`src/rtl/logic_pipe.sv`:
```
// Elastic DEPTH-stage pipeline computing y = op(a, b) and w = ~c.
// Bubbles collapse; flush drops in-flight beats.
module logic_pipe #(
  parameter int unsigned WIDTH = 4,
  parameter int unsigned DEPTH = 3,
  parameter int unsigned MODE  = 0,
  localparam int unsigned CW   = $clog2(DEPTH + 1)
) (
  input  logic             clk,
  input  logic             rst,
  input  logic             in_valid,
  output logic             in_ready,
  input  logic [WIDTH-1:0] a,
  input  logic [WIDTH-1:0] b,
  input  logic [WIDTH-1:0] c,
  input  logic             flush,
  output logic             out_valid,
  input  logic             out_ready,
  output logic [WIDTH-1:0] y,
  output logic [WIDTH-1:0] w,
  output logic [CW-1:0]    count
);

  logic [DEPTH-1:0] v_q, v_d, adv, up_v;
  logic [WIDTH-1:0] y_q [DEPTH];
  logic [WIDTH-1:0] w_q [DEPTH];
  logic [WIDTH-1:0] op_y;
  logic [CW-1:0]    count_q, count_d;

  always_comb begin
    case (MODE)
      1:       op_y = a | b;
      2:       op_y = a ^ b;
      default: op_y = a & b;
    endcase
  end

  // A stage may advance if anything downstream of it can make room.
  always_comb begin
    adv = '0;
    adv[DEPTH-1] = out_ready | ~v_q[DEPTH-1];
    for (int i = int'(DEPTH) - 2; i >= 0; i--) begin
      adv[i] = adv[i+1] | ~v_q[i];
    end
  end

  assign in_ready = adv[0] & ~flush;

  always_comb begin
    up_v    = '0;
    v_d     = '0;
    count_d = '0;
    up_v[0] = in_valid & in_ready;
    for (int i = 1; i < int'(DEPTH); i++) begin
      up_v[i] = v_q[i-1];
    end
    for (int i = 0; i < int'(DEPTH); i++) begin
      v_d[i]  = adv[i] ? up_v[i] : v_q[i];
      count_d = count_d + CW'(v_d[i]);
    end
  end

  // Data moves only with a valid beat, so y/w hold whenever out_valid is low.
  always_ff @(posedge clk) begin
    if (rst) begin
      v_q     <= '0;
      count_q <= '0;
      for (int i = 0; i < int'(DEPTH); i++) begin
        y_q[i] <= '0;
        w_q[i] <= '0;
      end
    end else if (flush) begin
      v_q     <= '0;
      count_q <= '0;
    end else begin
      v_q     <= v_d;
      count_q <= count_d;
      if (adv[0] && up_v[0]) begin
        y_q[0] <= op_y;
        w_q[0] <= ~c;
      end
      for (int i = 1; i < int'(DEPTH); i++) begin
        if (adv[i] && up_v[i]) begin
          y_q[i] <= y_q[i-1];
          w_q[i] <= w_q[i-1];
        end
      end
    end
  end

  assign out_valid = v_q[DEPTH-1];
  assign y         = y_q[DEPTH-1];
  assign w         = w_q[DEPTH-1];
  assign count     = count_q;

endmodule

```
`config.mk`:
```
export PLATFORM = sky130hd
export DESIGN_NAME = logic_pipe
export DESIGN_NICKNAME = d
export VERILOG_FILES = /design/src/rtl/logic_pipe.sv
export SDC_FILE = /design/constraint.sdc
export NUM_CORES = 1
export LEC_CHECK = 0
export ABC_AREA = 1
export BUFFER_PORTS_ARGS = -buffer_cell sky130_fd_sc_hd__buf_2
export CAP_MARGIN = 10
export CORE_UTILIZATION = 25
export DETAILED_ROUTE_END_ITERATION = 12
export GPL_ROUTABILITY_DRIVEN = 0
export HOLD_SLACK_MARGIN = 0.08
export SYNTH_ARGS = -nofsm -noshare
export SYNTH_HDL_FRONTEND = slang
export SYNTH_SLANG_ARGS = --single-unit
```
`constraint.sdc`:
```
create_clock -name clk -period 1.7 [get_ports clk]
set_input_delay 0.17 -clock clk [delete_from_list [all_inputs] [get_ports clk]]
set_output_delay 0.17 -clock clk [all_outputs]
set_load 0.02 [all_outputs]
```
==> results.md <==
- Post-CTS setup buffers: 0
- Final setup vio count: 0
- Initial Utilization: 26.6%
- DIE WIDTH: 76.7 um
- Cell depth of the worst setup path: 5
- Die span in y: 76.7 um
- Syn_nets: 138
- Max clock buf depth: 2
- Reg2Reg Capture Point: count[0]$_SDFF_PP0_
- Final Util: 31.7%
- Antenna-violating nets left: 0
- Worst EP required: 1.92 ns
- Post-Route WL: 1.92 mm
- GR Util All Layers: 7.30%
- Leakage: 0.681 nW
- Share of the synthesized area in the top cell type: 51.7%
- Syn_area_per_cell: 11.6 um2
- Crit. End Element: flip-flop
- TritonCTS clock tree: yes
- Asr flop ratio synth: 0%
- Yosys warns: 0
- Number of flops mapped to enable cells by yosys: 24
- IO buf count: 28
- Core area: 0.00524 mm2
- Grt met3 use: 3.57%
- VDD IR max: 272 uV
- WP data arrival: 1.60 ns
- Worst hold slack: 0.176 ns
- Clk sink count: 29
- Nets: 166
- Area after DPL: 0.00157 mm2
- RSZ-0062 raised after global routing: false
- Top FF cell, synth: edfxtp_1
- CP Max Fanout: 3
- Pre-CTS WS: 0.328 ns
- Root Buffer: clkbuf_8
- Clk_lat worst skew: 0.27 ns
- WL per Instance: 8.77 um
- Residual DRC count: 0
- Crit-path max cell delay: 0.57 ns
- Layout cells sized above 1: 46.3%
- Initial antenna violation count: 0
- Max Clock Freq: 720 MHz
- Worst-Margin Slew: 0.404 ns
- Internal reg-to-reg setup slack: 0.31 ns
- Status: finished, final reports clean
- Setup WS post-layout: 0.311 ns
- Worst Setup EP: count[0]$_SDFF_PP0_
- Crit Path Class: reg -> reg
- H-tree depth: 2
- Setup total negative slack: 0 ns
- Most used routing layer: met2
- Max-cap violation count: 0
- Reg2reg path depth: 5
- Kind of cell adding the most delay to the critical path: adder cells
- Synth top area cells: edfxtp_1, a21oi_2, inv_1
- Count of cell types in the netlist: 17
- Drt first pass iters: 4
- Critical Path Start: v_q[2]$_SDFF_PP0_
- CP startpoint kind: flip-flop
- Site Rows: 26
- Top-count cell post-synth: inv_1
- Vias per cell: 3.72
- Period utilization: 81.7%
- Synth cell count leaders: inv_1, edfxtp_1, a21oi_2
- Final cell count without fillers: 219
- PwrDens: 882 mW/mm2
- Setup Skew: 0.00692 ns
- Tot Pwr: 1.46 mW
- Clock slew at reported path FFs: 0.07 ns
- Largest net degree at the start of global routing: 25
- Area Growth Syn to Fin: 19.1%
- Crit path time final: 1.39 ns
- Fin. max-slew vios: 0
- GRT met1 Usage: 8.06%
- Post-synthesis sequential area ratio: 58.9%
- N_diodes: 0
- Vias in the first global route: 704
- GRT overflow: 0
- Reg2reg start: v_q[2]$_SDFF_PP0_
- Worst rel slew slack: 72.8%
- CP max stage cell: fa_1
- Placed cell count: 211
- Cells after Synth: 120
- Met2 Use GR: 10.9%
- Post-Syn Area: 0.00139 mm2
- Synth Register Bits: 29
- Critical path cell sequence: nand4_1 > o21ai_0 > fa_1 > inv_1 > nor2_1
- Die area: 0.00588 mm2
- Final Hold Viols: 0
- I/O pins: 29
- Critical path buffers and inverters: 1
- Yosys top cell by area: edfxtp_1
- # hold bufs at CTS: 0
- DR vias: 814
- HPWL Detailed: 1.39 mm
- Hold crit path type: in -> reg
- Post-CTS Resized: 0
- Global-route wire length before repair: 3.12 mm
- CTS buffer count: 5
- Final instance area: 0.00166 mm2
- 1st-iter DRT viols: 10
==> cells by family (layout without fill, tap and decap cells) <==
family / count (synthesis) / count (layout) / share of synthesized area (%)
buffers and inverters: 40 / 69 / 15.4
AOI/OAI and AO/OA: 30 / 30 / 16.2
DFF: 29 / 29 / 58.9
and+or+nand+nor: 20 / 20 / 8.08
adders and majority gates: 1 / 1 / 1.44
==> worst min-delay path by stage <==
stage	from	end	slack, ns	cells after the start
after floorplan	rst	v_q[0]$_SDFF_PP0_	0.32	3
after CTS	c[1]	w_q[0][1]$_SDFFCE_PN0P_	0.17	2
final	c[1]	w_q[0][1]$_SDFFCE_PN0P_	0.18	2
after global routing	c[1]	w_q[0][1]$_SDFFCE_PN0P_	0.16	2
after global placement	c[3]	w_q[0][3]$_SDFFCE_PN0P_	0.45	2
after detailed placement	c[1]	w_q[0][1]$_SDFFCE_PN0P_	0.46	2
==> cell usage in the layout (no fill, tap or decap) <==
| cell | netlist | routed |
|---|---|---|
| a21oi_1 | 6 | 6 |
| clkbuf_8 | 0 | 5 |
| o21ai_0 | 4 | 4 |
| buf_4 | 8 | 3 |
| inv_2 | 1 | 1 |
| buf_12 | 2 | 2 |
| edfxtp_1 | 24 | 24 |
| buf_2 | 2 | 28 |
| nand4_1 | 2 | 2 |
| nor2_2 | 2 | 2 |
| inv_1 | 27 | 27 |
| a21oi_2 | 20 | 20 |
| nand2_2 | 2 | 2 |
| nor2_1 | 2 | 2 |
| nor2_4 | 3 | 3 |
| clkinv_2 | 0 | 2 |
| dfxtp_1 | 5 | 5 |
| nand2_1 | 9 | 9 |
| fa_1 | 1 | 1 |
| clkinvlp_4 | 0 | 1 |
==> state kept, by name, summed over array words and instances, names as in the netlist <==
register  cells
count         2
v_q           3
w_q          12
y_q          12
==> report_power, final <==
part           leakage, nW  switching [mW]  total (mW)  internal (mW)
logic                0.346          0.0786       0.126         0.0476
clock network       0.0439           0.246       0.528          0.281
registers            0.291         0.00747       0.811          0.803
total                0.681           0.333        1.46           1.13
==> metal layers <==
layer  vias up  share of wire (%)
li1        437                  -
met1       353                 44
met2        22                 48
met3         2                5.2
met4         0                2.0
met5         -                  0
==> worst reg2reg max path, cell delays in order, from the launching register on <==
cell and delay (ns):
dfxtp_1 0.33, nand4_1 0.14, o21ai_0 0.19, fa_1 0.57, inv_1 0.04, nor2_1 0.08
==> cell type report <==
| cell class | count | area [um2] |
|---|---|---|
| inverters | 28 | 105 |
| fillers | 538 | 3580 |
| repair buffers | 33 | 203 |
| clock inverters | 3 | 17.5 |
| clock buffers | 5 | 68.8 |
| multi-input cells | 51 | 358 |
| well taps | 70 | 87.6 |
| flip-flops and latches | 29 | 821 |
(Power assumes the default switching activity.)
